===== src/rtl/usb_packet_buffer_arbiter_if.sv =====
// Signal bundle between the USB packet buffer arbiter, its two requesters
// (USB receive front end, CPU load/store path) and the single-port buffer RAM.
interface usb_packet_buffer_arbiter_if #(
  parameter int ADDR_WIDTH = 8,
  parameter int DATA_WIDTH = 32
);
  logic                  usb_req;
  logic [ADDR_WIDTH-1:0] usb_addr;
  logic [DATA_WIDTH-1:0] usb_wdata;
  logic                  usb_packet_done;
  logic                  usb_grant;

  logic                  cpu_req;
  logic                  cpu_we;
  logic [ADDR_WIDTH-1:0] cpu_addr;
  logic [DATA_WIDTH-1:0] cpu_wdata;
  logic                  cpu_release;
  logic                  cpu_grant;
  logic                  cpu_ready;
  logic [DATA_WIDTH-1:0] cpu_rdata;

  logic                  packet_irq;
  logic [ADDR_WIDTH:0]   packet_length;
  logic [15:0]           overrun_count;

  logic                  buf_en;
  logic                  buf_we;
  logic [ADDR_WIDTH-1:0] buf_addr;
  logic [DATA_WIDTH-1:0] buf_wdata;
  logic [DATA_WIDTH-1:0] buf_rdata;

  modport slave (
    input  usb_req, usb_addr, usb_wdata, usb_packet_done,
    output usb_grant,
    input  cpu_req, cpu_we, cpu_addr, cpu_wdata, cpu_release,
    output cpu_grant, cpu_ready, cpu_rdata,
    output packet_irq, packet_length, overrun_count,
    output buf_en, buf_we, buf_addr, buf_wdata,
    input  buf_rdata
  );

  modport master (
    output usb_req, usb_addr, usb_wdata, usb_packet_done,
    input  usb_grant,
    output cpu_req, cpu_we, cpu_addr, cpu_wdata, cpu_release,
    input  cpu_grant, cpu_ready, cpu_rdata,
    input  packet_irq, packet_length, overrun_count,
    input  buf_en, buf_we, buf_addr, buf_wdata,
    output buf_rdata
  );
endinterface


===== src/rtl/usb_packet_buffer_arbiter.sv =====
// Ownership arbiter for the single-port USB packet buffer (USB writer vs CPU).
// Optional feature macro: USB_BUFFER_OVERRUN_COUNT_EN enables the dropped-packet counter.
module usb_packet_buffer_arbiter #(
  parameter int ADDR_WIDTH = 8,
  parameter int DATA_WIDTH = 32
) (
  input logic                        clock48,
  input logic                        reset,
  usb_packet_buffer_arbiter_if.slave bus
);

  typedef enum logic {STATE_USB_OWN, STATE_CPU_OWN} state_t;

  localparam logic [ADDR_WIDTH:0] WC_MAX = {1'b1, {ADDR_WIDTH{1'b0}}};

  state_t              state_q, state_d;
  logic                dropping_q, dropping_d;
  logic [ADDR_WIDTH:0] word_count_q, word_count_d;
  logic [ADDR_WIDTH:0] packet_length_q, packet_length_d;
  logic                cpu_ready_q;

  logic                usb_grant;
  logic                usb_wr;
  logic                cpu_grant;

  function automatic logic [ADDR_WIDTH:0] wc_inc(input logic [ADDR_WIDTH:0] v);
    return (v == WC_MAX) ? v : v + 1'b1;
  endfunction

  // usb_grant only asserts when the front end actually presents a word or a done.
  always_comb begin
    state_d         = state_q;
    dropping_d      = dropping_q;
    word_count_d    = word_count_q;
    packet_length_d = packet_length_q;
    usb_grant       = 1'b0;
    usb_wr          = 1'b0;
    cpu_grant       = 1'b0;

    if (state_q == STATE_USB_OWN) begin
      usb_grant = !dropping_q && (bus.usb_req || bus.usb_packet_done);
      usb_wr    = bus.usb_req && usb_grant;
      cpu_grant = bus.cpu_req && !usb_wr;
      if (usb_wr) begin
        word_count_d = wc_inc(word_count_q);
      end
      if (bus.usb_packet_done && usb_grant) begin
        packet_length_d = word_count_d;
        word_count_d    = '0;
        state_d         = STATE_CPU_OWN;
      end else if (bus.usb_packet_done && dropping_q) begin
        dropping_d = 1'b0;
      end
    end else begin
      cpu_grant = bus.cpu_req;
      // A done closes the dropped packet even if a new word arrives with it.
      if (bus.usb_packet_done) begin
        dropping_d = 1'b0;
      end else if (bus.usb_req) begin
        dropping_d = 1'b1;
      end
      if (bus.cpu_release) begin
        state_d = STATE_USB_OWN;
      end
    end
  end

  always_ff @(posedge clock48 or posedge reset) begin
    if (reset) begin
      state_q         <= STATE_USB_OWN;
      dropping_q      <= 1'b0;
      word_count_q    <= '0;
      packet_length_q <= '0;
      cpu_ready_q     <= 1'b0;
    end else begin
      state_q         <= state_d;
      dropping_q      <= dropping_d;
      word_count_q    <= word_count_d;
      packet_length_q <= packet_length_d;
      cpu_ready_q     <= cpu_grant;
    end
  end

`ifdef USB_BUFFER_OVERRUN_COUNT_EN
  logic [15:0] overrun_q;
  logic        drop_event;

  function automatic logic [15:0] ovr_inc(input logic [15:0] v);
    return (v == 16'hFFFF) ? v : v + 16'd1;
  endfunction

  assign drop_event = bus.usb_packet_done && ((state_q == STATE_CPU_OWN) || dropping_q);

  always_ff @(posedge clock48 or posedge reset) begin
    if (reset) begin
      overrun_q <= '0;
    end else if (drop_event) begin
      overrun_q <= ovr_inc(overrun_q);
    end
  end

  assign bus.overrun_count = overrun_q;
`else
  assign bus.overrun_count = '0;
`endif

  assign bus.usb_grant     = usb_grant;
  assign bus.cpu_grant     = cpu_grant;
  assign bus.cpu_ready     = cpu_ready_q;
  assign bus.cpu_rdata     = bus.buf_rdata;
  assign bus.packet_irq    = (state_q == STATE_CPU_OWN);
  assign bus.packet_length = packet_length_q;

  assign bus.buf_en    = usb_wr || cpu_grant;
  assign bus.buf_we    = usb_wr || (cpu_grant && bus.cpu_we);
  assign bus.buf_addr  = usb_wr ? bus.usb_addr  : bus.cpu_addr;
  assign bus.buf_wdata = usb_wr ? bus.usb_wdata : bus.cpu_wdata;

endmodule


===== src/flat_wrapper.sv =====
// flat-port wrapper written by rule: the top's interface ports become plain ports
module usb_packet_buffer_arbiter_flat 
#(
  parameter int ADDR_WIDTH = 8,
  parameter int DATA_WIDTH = 32
)
  (clock48, reset, bus_usb_req, bus_usb_addr, bus_usb_wdata, bus_usb_packet_done, bus_usb_grant, bus_cpu_req, bus_cpu_we, bus_cpu_addr, bus_cpu_wdata, bus_cpu_release, bus_cpu_grant, bus_cpu_ready, bus_cpu_rdata, bus_packet_irq, bus_packet_length, bus_overrun_count, bus_buf_en, bus_buf_we, bus_buf_addr, bus_buf_wdata, bus_buf_rdata);
  usb_packet_buffer_arbiter_if #(.ADDR_WIDTH(ADDR_WIDTH), .DATA_WIDTH(DATA_WIDTH)) bus_i ();
  input logic clock48;
  input logic reset;
  input wire logic [$bits(bus_i.usb_req)-1:0] bus_usb_req;
  input wire logic [$bits(bus_i.usb_addr)-1:0] bus_usb_addr;
  input wire logic [$bits(bus_i.usb_wdata)-1:0] bus_usb_wdata;
  input wire logic [$bits(bus_i.usb_packet_done)-1:0] bus_usb_packet_done;
  output wire logic [$bits(bus_i.usb_grant)-1:0] bus_usb_grant;
  input wire logic [$bits(bus_i.cpu_req)-1:0] bus_cpu_req;
  input wire logic [$bits(bus_i.cpu_we)-1:0] bus_cpu_we;
  input wire logic [$bits(bus_i.cpu_addr)-1:0] bus_cpu_addr;
  input wire logic [$bits(bus_i.cpu_wdata)-1:0] bus_cpu_wdata;
  input wire logic [$bits(bus_i.cpu_release)-1:0] bus_cpu_release;
  output wire logic [$bits(bus_i.cpu_grant)-1:0] bus_cpu_grant;
  output wire logic [$bits(bus_i.cpu_ready)-1:0] bus_cpu_ready;
  output wire logic [$bits(bus_i.cpu_rdata)-1:0] bus_cpu_rdata;
  output wire logic [$bits(bus_i.packet_irq)-1:0] bus_packet_irq;
  output wire logic [$bits(bus_i.packet_length)-1:0] bus_packet_length;
  output wire logic [$bits(bus_i.overrun_count)-1:0] bus_overrun_count;
  output wire logic [$bits(bus_i.buf_en)-1:0] bus_buf_en;
  output wire logic [$bits(bus_i.buf_we)-1:0] bus_buf_we;
  output wire logic [$bits(bus_i.buf_addr)-1:0] bus_buf_addr;
  output wire logic [$bits(bus_i.buf_wdata)-1:0] bus_buf_wdata;
  input wire logic [$bits(bus_i.buf_rdata)-1:0] bus_buf_rdata;
  assign bus_i.usb_req = bus_usb_req;
  assign bus_i.usb_addr = bus_usb_addr;
  assign bus_i.usb_wdata = bus_usb_wdata;
  assign bus_i.usb_packet_done = bus_usb_packet_done;
  assign bus_usb_grant = bus_i.usb_grant;
  assign bus_i.cpu_req = bus_cpu_req;
  assign bus_i.cpu_we = bus_cpu_we;
  assign bus_i.cpu_addr = bus_cpu_addr;
  assign bus_i.cpu_wdata = bus_cpu_wdata;
  assign bus_i.cpu_release = bus_cpu_release;
  assign bus_cpu_grant = bus_i.cpu_grant;
  assign bus_cpu_ready = bus_i.cpu_ready;
  assign bus_cpu_rdata = bus_i.cpu_rdata;
  assign bus_packet_irq = bus_i.packet_irq;
  assign bus_packet_length = bus_i.packet_length;
  assign bus_overrun_count = bus_i.overrun_count;
  assign bus_buf_en = bus_i.buf_en;
  assign bus_buf_we = bus_i.buf_we;
  assign bus_buf_addr = bus_i.buf_addr;
  assign bus_buf_wdata = bus_i.buf_wdata;
  assign bus_i.buf_rdata = bus_buf_rdata;
  usb_packet_buffer_arbiter #(.ADDR_WIDTH(ADDR_WIDTH), .DATA_WIDTH(DATA_WIDTH)) u_core (.clock48(clock48), .reset(reset), .bus(bus_i));
endmodule

===== config.mk =====
export PLATFORM = sky130hd
export DESIGN_NAME = usb_packet_buffer_arbiter_flat
export DESIGN_NICKNAME = d
export VERILOG_FILES = /design/src/rtl/usb_packet_buffer_arbiter_if.sv /design/src/rtl/usb_packet_buffer_arbiter.sv /design/src/flat_wrapper.sv
export SDC_FILE = /design/constraint.sdc
export NUM_CORES = 1
export LEC_CHECK = 0
export ABC_AREA = 0
export CAP_MARGIN = 15
export CELL_PAD_IN_SITES_DETAIL_PLACEMENT = 1
export CELL_PAD_IN_SITES_GLOBAL_PLACEMENT = 1
export CORE_ASPECT_RATIO = 0.7
export CORE_MARGIN = 2
export CORE_UTILIZATION = 16
export CTS_CLUSTER_SIZE = 30
export DETAILED_ROUTE_END_ITERATION = 6
export PLACE_DENSITY = 0.75
export REMOVE_ABC_BUFFERS = 1
export SYNTH_ARGS = -nofsm -noshare
export SYNTH_HDL_FRONTEND = slang
export SYNTH_SLANG_ARGS = --single-unit
export TNS_END_PERCENT = 10

===== constraint.sdc =====
create_clock -name clock48 -period 2 [get_ports clock48]
set_clock_uncertainty 0.2 [all_clocks]
set_input_delay 0.4 -clock clock48 [delete_from_list [all_inputs] [get_ports clock48]]
set_output_delay 0.4 -clock clock48 [all_outputs]
set_load 0.02 [all_outputs]

Word level (Yosys, flattened, before mapping). Cells that the tools add are included.

Register bits after elaboration: 21. Bits of input ports: 119.

Add/sub/neg operators: 1. Equality and inequality tests: 3. Mux-type cells: 16. Bitwise operators: 1. Reduce and logical (&&, ||, !) cells: 14.

Operator list (count): two-way mux 32 bit (1); two-way mux 9 bit (3); two-way mux 1 bit (11); adder 9 x 1 -> 9 bit, second input constant (1); == test 9 bit, second input constant (1); two-way mux 8 bit (1); logical AND 1 bit (6); logical OR 1 bit (3); inequality test 3 bit, second input constant (1); AND reduction 3 bit (1); logical NOT 1 bit (2); inequality test 2 x 1 -> 1 bit, second input constant (1); AND reduction 2 bit (1); nonzero test 2 bit (1); inverter 1 bit (1).

Longest topological paths before layout. Gate-level depths: netlist of run 1.

Depth in word-level cells: 8. Depth in mapped cells: 7. Gate-level depth less buffers: 5.

Worst setup path before layout of run 1. Ideal clock, no wire load.

Path kind: reg-to-output. From: register u_core.state_q, in the netlist u_core.bus.packet_irq. To: output bus_buf_wdata[5]. Arrival: 1.487 ns. Required time: 1.400 ns. Slack: -0.087 ns. Stages on the path, launching flop included: 5. Cells stage by stage: dfrtp_1 > clkbuf_1 > nor2_2 > buf_4 > mux2_1.

Longest elaborated chain between the ends: 2.

Ends and longest elaborated chain: start, declared (line usb_packet_buffer_arbiter.sv:16) `state_t state_q, state_d;`; start signal, assigned (line usb_packet_buffer_arbiter.sv:76) `state_q <= state_d;`; two-way mux 1 bit (line usb_packet_buffer_arbiter.sv:40) `if (state_q == STATE_USB_OWN) begin`; two-way mux 32 bit (line usb_packet_buffer_arbiter.sv:117) `assign bus.buf_wdata = usb_wr ? bus.usb_wdata : bus.cpu_wdata;`; end, declared (line flat_wrapper.sv:30) `output wire logic [$bits(bus_i.buf_wdata)-1:0] bus_buf_wdata;`.

No other way between the ends.

Worst setup path after layout of run 1.
From: register u_core.dropping_q. To: output bus_buf_addr[3].

Longest elaborated chain between the ends: 5.

Ends and longest elaborated chain: start, declared (line usb_packet_buffer_arbiter.sv:17) `logic dropping_q, dropping_d;`; start signal, assigned (line usb_packet_buffer_arbiter.sv:77) `dropping_q <= dropping_d;`; logical NOT 1 bit (line usb_packet_buffer_arbiter.sv:41) `usb_grant = !dropping_q && (bus.usb_req || bus.usb_packet_done);`; logical AND 1 bit (line usb_packet_buffer_arbiter.sv:41); logical AND 1 bit (line usb_packet_buffer_arbiter.sv:42) `usb_wr = bus.usb_req && usb_grant;`; two-way mux 1 bit (line usb_packet_buffer_arbiter.sv:40); two-way mux 8 bit (line usb_packet_buffer_arbiter.sv:116) `assign bus.buf_addr = usb_wr ? bus.usb_addr : bus.cpu_addr;`; end, declared (line flat_wrapper.sv:29) `output wire logic [$bits(bus_i.buf_addr)-1:0] bus_buf_addr;`.

No other way between the ends.

==> key figures, run 1 <==
Outcome
  • Outcome: finished, violations left
  • Violated checks: setup timing

Critical path
  • Worst path arrival time: 1.76 ns
  • Worst setup EP type: output port
  • Startpoint types: flip-flop
  • Critical Path RT: 1.40 ns
  • Crit path max fanout: 6
  • CP Class: reg2out

Floorplanning
  • Die H: 96.3 um
  • Core area: 11800 um2
  • IO Pins: 222
  • Die W: 136 um
  • Starting Density: 0.165
  • Rows: 33
  • Die Area: 13100 um2

GRT
  • Gr ovfl total: 0
  • Total GRT Usage: 0.140
  • Global-route wire length before repair: 13500 um
  • Largest net degree at the start of global routing: 22
  • Number of global-route vias before repair: 2263
  • Initial antenna violation count: 1

Clock network
  • Clk_lat worst skew: 0.26 ns
  • H-tree depth: 1
  • Cts bufs inserted: 3
  • CTS max path bufs: 2
  • Clock transition at path regs: 0.06 ns
  • CTS tree: yes
  • Post-CTS Hold Buffers: 0
  • Clock sinks: 21
  • CTS Root Cell: clkbuf_16

Power and ir drop
  • Leakage power: 1.55 nW
  • P per Cell Area: 765 nW/um2
  • Combinational power share: 0.616
  • Switching Share: 0.386
  • Sequential fraction of design power: 0.223
  • Peak supply drop: 0.239 mV
  • Internal power: 0.00170 W
  • Clock power share: 0.162
  • Total net switching power: 0.00107 W

Route
  • Total Wirelength: 9840 um
  • TritonRoute pass-1 iters: 4
  • Drc violations: 0
  • Initial drt markers: 34
  • ANT nets after route: 0
  • Routed WL per cell: 19.7 um
  • Routed vias/inst: 4.05
  • DR vias: 2019

Hold path
  • Hold crit path type: in2async

Layout
  • Syn-to-layout area delta: 85.9%
  • Nets: 463
  • Post-route cell area: 3620 um2
  • Layout cells sized above 1: 0.358
  • Post-route core utilization: 0.307
  • Fill cell count: 1371

Timing
  • Fmax: 424 MHz
  • Final worst slack: -0.359 ns
  • Final hold vios: 0
  • Min Tclk post-route: 2.36 ns
  • Final Cycle Share: 1.18
  • Setup violators final: 44
  • Hold WS: 0.280 ns
  • RSZ-0062 raised after global routing: true
  • Max-slew violation total from the final report: 0

Yosys
  • Syn avg cell area: 9.19 um2
  • Post-Synthesis Cell Area: 1950 um2
  • Seq cells post-synth: 21
  • Fraction of registers with async set/reset: 1.00
  • Yosys warning total: 0
  • Synth top area cells: dfrtp_1 (27%), mux2_2 (22%), buf_4 (20%)
  • Synth Instances: 212
  • EDFF count, synth: 0
  • Synth Flop Type: dfrtp_1
  • Unique masters post-synth: 37
  • Post-synthesis sequential area ratio: 0.270
  • Share of the synthesized area in the top cell type: 0.270
  • Cell taking the most area after synthesis: dfrtp_1

Place
  • HPWL Detailed: 7630 um
  • Placer Congestion: 0.772
  • Placed Area: 3370 um2
  • IO buf count: 141

Flow run
  • Maxcap violations: 0
==> Yosys cell counts (2+ instances only) <==
cell type  number
dfrtp_1        21
xnor2_1         5
nand2b_1        2
buf_2           2
nand4_1         3
nor2b_1         3
o21ai_0         6
clkbuf_1        3
ha_1            2
nand3_1         4
nor2_1         12
mux2_1          2
nand2_1         7
inv_1           7
xor2_1          2
buf_4          52
mux2_2         38
nand3b_1        2
a21oi_1        18
or3_1           3
or2_2           2
==> sequential cells by signal, indices dropped and copies added (netlist names) <==
| signal | flops |
|---|---|
| u_core.dropping_q | 1 |
| u_core.bus.packet_irq | 1 |
| u_core.word_count_q | 9 |
| u_core.bus.cpu_ready | 1 |
| u_core.bus.packet_length | 9 |
==> worst paths after layout <==
| kind | slack, ns | from | to | depth (start not counted) |
|---|---|---|---|---|
| setup reg to reg | 0.19 | u_core.dropping_q$_DFFE_PP0P_ | u_core.word_count_q[3]$_DFFE_PP0N_ | 5 |
| min in group clock48 | 0.32 | u_core.bus.packet_length[2]$_DFFE_PP0P_ | u_core.bus.packet_length[2]$_DFFE_PP0P_ | 2 |
| max in group asynchronous | 1.09 | reset | u_core.bus.packet_length[8]$_DFFE_PP0P_ | 3 |
| hold reg to reg | 0.32 | u_core.bus.packet_length[2]$_DFFE_PP0P_ | u_core.bus.packet_length[2]$_DFFE_PP0P_ | 2 |
| hold / removal | 0.28 | reset | u_core.bus.cpu_ready$_DFF_PP0_ | 3 |
| setup / recovery | -0.36 | u_core.dropping_q$_DFFE_PP0P_ | bus_buf_addr[3] | 7 |
==> power by group through the flow <==
stage / Sequential [W] / Combinational (W) / Clock (W)
2_1_floorplan: 0.000753 / 0.000601 / 0
3_3_place_gp: 0.000624 / 0.00153 / 0
3_5_place_dp: 0.000627 / 0.00156 / 0
4_1_cts: 0.000620 / 0.00162 / 0.000453
5_1_grt: 0.000635 / 0.00182 / 0.000468
6_report: 0.000618 / 0.00171 / 0.000448
==> metrics by stage <==
stage	setup TNS, ns	power [W]	setup slack, ns	instances
2_1_floorplan	-35.95	0.00135	-0.834	170
3_3_place_gp	-37.35	0.00216	-0.899	486
3_5_place_dp	-39.28	0.00219	-0.928	486
4_1_cts	-21.16	0.00269	-0.588	494
5_1_grt	-14.69	0.00293	-0.399	499
6_report	-12.74	0.00277	-0.359	499
==> what timing repair did <==
item	in CTS	in global routing
buffers inserted	1	3
endpoints found under the setup margin	45	44
pin swaps	0	1
gates resized for setup	111	137
gates cloned	3	2
==> area by class of cell <==
class | count | area [um2] | area share
Clock buffer | 4 | 78.8 | 0.0218
Sequential cell | 21 | 526 | 0.145
Timing Repair Buffer | 167 | 1650 | 0.455
Multi-Input combinational cell | 142 | 1140 | 0.315
Tap cell | 157 | 196 | 0.0543
Inverter | 7 | 26.3 | 0.00726
Antenna cell | 1 | 2.50 | 0.000691
==> cell families (layout without fill, tap and decap cells) <==
family	count (synthesis)	in the layout	synth area share
buf+inv	64	178	0.225
other cells	1	17	0.00192
flops	21	21	0.270
mux	41	41	0.236
fa+ha+maj	2	2	0.0128
xor+xnor	7	7	0.0315
compound gates	29	29	0.0854
simple gates	47	47	0.137
==> layer usage <==
layer | routed length, um | share of wire | global-route usage | vias to the layer above
met4 | 143 | 0.015 | 0.0356 | 0
met3 | 1050 | 0.11 | 0.0674 | 8
met5 | 0 | 0 | 0 | -
li1 | - | - | - | 921
met2 | 4960 | 0.50 | 0.234 | 130
met1 | 3680 | 0.37 | 0.161 | 960
==> critical path, stage by stage (launching register included) <==
cell and delay, ns:
dfrtp_1 0.38, nand2b_4 0.16, nor2_4 0.12, buf_12 0.14, buf_8 0.12, buf_12 0.12
mux2_4 0.32, buf_6 0.14
==> layout by cell type, fill, tap and decap left out, drive strengths merged, types with 2 or more instances in the layout <==
master / instances
a21oi: 18
buf: 56
clkbuf: 18
clkdlybuf4s50: 95
conb: 16
dfrtp: 21
dlygate4sd2: 2
ha: 2
inv: 7
mux2: 40
nand2: 7
nand2b: 2
nand3: 4
nand3b: 2
nand4: 3
nor2: 13
nor2b: 3
o21ai: 6
or2: 3
or3: 4
xnor2: 5
xor2: 2
Note: power is estimated with default switching activity, not from simulation.
==> run 2: changes to the inputs <==
--- a/config.mk
+++ b/config.mk
@@ -10,7 +10,6 @@
 export CELL_PAD_IN_SITES_DETAIL_PLACEMENT = 1
 export CELL_PAD_IN_SITES_GLOBAL_PLACEMENT = 1
 export CORE_ASPECT_RATIO = 0.7
-export CORE_MARGIN = 2
 export CORE_UTILIZATION = 16
 export CTS_CLUSTER_SIZE = 30
 export DETAILED_ROUTE_END_ITERATION = 6
==> key figures, run 2 (synthesized netlist as in run 1, its figures left out) <==
Outcome
  • Outcome: finished, violations left
  • Violated checks: setup timing

Timing
  • Setup Total Neg Slack: -10.88 ns (+1.86 ns)
  • Final Cycle Share: 1.16 (-0.0223)
  • Max-slew violation total from the final report: 0 (unchanged)
  • RSZ-0062 raised after global routing: true
  • Setup violators final: 44 (unchanged)
  • Min Tclk post-route: 2.31 ns (-0.0445 ns)
  • Fmax: 432 MHz (+1.9%)
  • Final hold vios: 0 (unchanged)
  • Final worst slack: -0.314 ns (+0.0445 ns)

Floorplanning
  • IO Pins: 222 (unchanged)
  • Die H: 94.3 um (-2.1%)
  • Starting Density: 0.166 (+0.000579)
  • Die W: 134 um (-1.5%)
  • Core area: 11800 um2 (-0.35%)
  • Rows: 33 (unchanged)
  • Die Area: 12600 um2 (-3.5%)

Clock network
  • Clock sinks: 21 (unchanged)
  • Cts bufs inserted: 3 (unchanged)
  • Clk_lat worst skew: 0.25 ns (about the same)
  • Clock transition at path regs: 0.06 ns (about the same)
  • CTS max path bufs: 2 (unchanged)
  • CTS Root Cell: clkbuf_16
  • H-tree depth: 1 (unchanged)
  • CTS tree: yes

Flow run
  • Maxcap violations: 0 (unchanged)

Place
  • HPWL Detailed: 7220 um (-5.3%)
  • Placer Congestion: 0.756 (-2.0%)
  • Pre-CTS setup slack: -0.917 ns (+0.0111 ns)
  • Placed cell count: 485 (-0.21%)
  • IO buf count: 141 (unchanged)

Critical path
  • Critical Path RT: 1.40 ns (about the same)
  • R2R Setup Slk: 0.10 ns (-0.09 ns)
  • CP dominant cell by count: buf_6
  • CP Class: reg2out
  • Worst path arrival time: 1.71 ns (-0.05 ns)
  • CP Buf/Inv Count: 4 (unchanged)
  • Reg2reg path depth: 6 (+1)
  • Startpoint types: flip-flop
  • CP max-delay cell: dfrtp_1
  • Crit path max fanout: 5 (-1)
  • Crit path cell chain: nand2b_4, nor2_4, buf_6, buf_12, buf_16, mux2_4, buf_6
  • Top Family by Delay on Critical Path: buffers and inverters
  • Reg-to-Reg Start: u_core.dropping_q$_DFFE_PP0P_
  • Reg2reg end: u_core.word_count_q[3]$_DFFE_PP0N_
  • Worst setup EP type: output port
  • Slowest cell delay on critical path: 0.37 ns (about the same)

Route
  • ANT nets after route: 0 (unchanged)
  • TritonRoute pass-1 iters: 4 (unchanged)
  • Initial drt markers: 53 (+56%)
  • Drc violations: 0 (unchanged)
  • Routed vias/inst: 4.06 (+0.34%)
  • Routed WL per cell: 19.2 um (-2.4%)
  • DR vias: 2030 (+0.54%)
  • Total Wirelength: 9620 um (-2.2%)

Layout
  • Most frequent cells in the layout: clkdlybuf4s50_1 (95), buf_6 (35), mux2_4 (29)
  • Nets: 463 (unchanged)
  • Commonest non-fill, non-tap cell in the layout: clkdlybuf4s50_1
  • Non-Filler Instances: 500 (+0.20%)
  • Layout cells sized above 1: 0.358 (unchanged)
  • Syn-to-layout area delta: 92.0%
  • Post-route core utilization: 0.318 (+0.0112)

Power and ir drop
  • Peak supply drop: 0.364 mV (+53%)
  • Leakage power: 1.60 nW (+3.5%)
  • P per Cell Area: 757 nW/um2 (-1.2%)

GRT
  • Largest net degree at the start of global routing: 22 (unchanged)
  • Gr ovfl total: 0 (unchanged)
  • Initial antenna violation count: 2 (+1)
  • Total GRT Usage: 0.148 (+0.00859)
  • Number of global-route vias before repair: 2290 (+1.2%)
  • Global-route wire length before repair: 13800 um (+1.7%)

Hold path
  • Hold crit path type: in2async
-- run 2: cell count changes in the layout (fill, tap and decap cells not counted), moves of 2 or more --
cell      delta
buf_2        +6
mux2_2       -8
clkbuf_2    -13
buf_12       +2
mux2_4       +7
buf_6        +9
buf_4        -4
-- run 2: area by class of cell --
class / instances / area [um2]
tap: 157 / 196
sequential: 21 / 526
multi-input combinational: 142 / 1180
antenna: 2 / 5.00
clock buffer: 4 / 78.8
timing repair buffer: 167 / 1730
fill: 1355 / 8030
inverter: 7 / 26.3
-- run 2: layer usage --
layer	up-vias	routed length [um]	track usage
li1	922	-	-
met3	4	962	0.0588
met2	121	4880	0.257
met5	-	0	0.00794
met1	983	3680	0.168
met4	0	105	0.0407
-- run 2: worst max-delay path by stage --
stage / from / end / slack (ns) / cells after the start
2_1_floorplan: u_core.bus.packet_irq$_DFF_PP0_ / bus_buf_addr[0] / -0.83 / 2
3_3_place_gp: bus_usb_req / bus_buf_addr[6] / -0.92 / 6
3_5_place_dp: bus_usb_req / bus_buf_addr[6] / -0.92 / 6
4_1_cts: u_core.dropping_q$_DFFE_PP0P_ / bus_buf_addr[6] / -0.35 / 7
5_1_grt: u_core.dropping_q$_DFFE_PP0P_ / bus_buf_wdata[12] / -0.37 / 7
6_report: u_core.dropping_q$_DFFE_PP0P_ / bus_buf_wdata[12] / -0.31 / 7
-- run 2: power by group --
part	switching (W)	leakage (nW)	internal (W)	total, W
Sequential	0.0000780	0.267	0.000542	0.000620
Combinational	0.000838	1.29	0.000947	0.00178
Clock	0.000153	0.0382	0.000272	0.000424
-- run 2: repair_timing --
action | in CTS | in global routing
pin swaps | 1 | 1
resized for setup | 281 | 8
hold buffers | 0 | 0
endpoints found under the setup margin | 45 | 44
buffers inserted | 7 | 0
gates cloned | 5 | 0
-- run 2: worst reg2reg max path: cells and delay by family (launching register included) --
kind                   cells  cell delay, ns
buffers and inverters      2            0.27
and+or+nand+nor            3            0.88
DFF                        1            0.37
AOI/OAI and AO/OA          1            0.09
-- run 2: stage by stage --
step / area [um2] / hold slack (ns) / power (W)
after CTS: 3760 / 0.297 / 0.00289
after global placement: 3360 / 0.310 / 0.00216
after global routing: 3740 / 0.342 / 0.00301
after detailed placement: 3360 / 0.323 / 0.00218
final: 3740 / 0.293 / 0.00283
after floorplan: 1590 / 0.177 / 0.00135
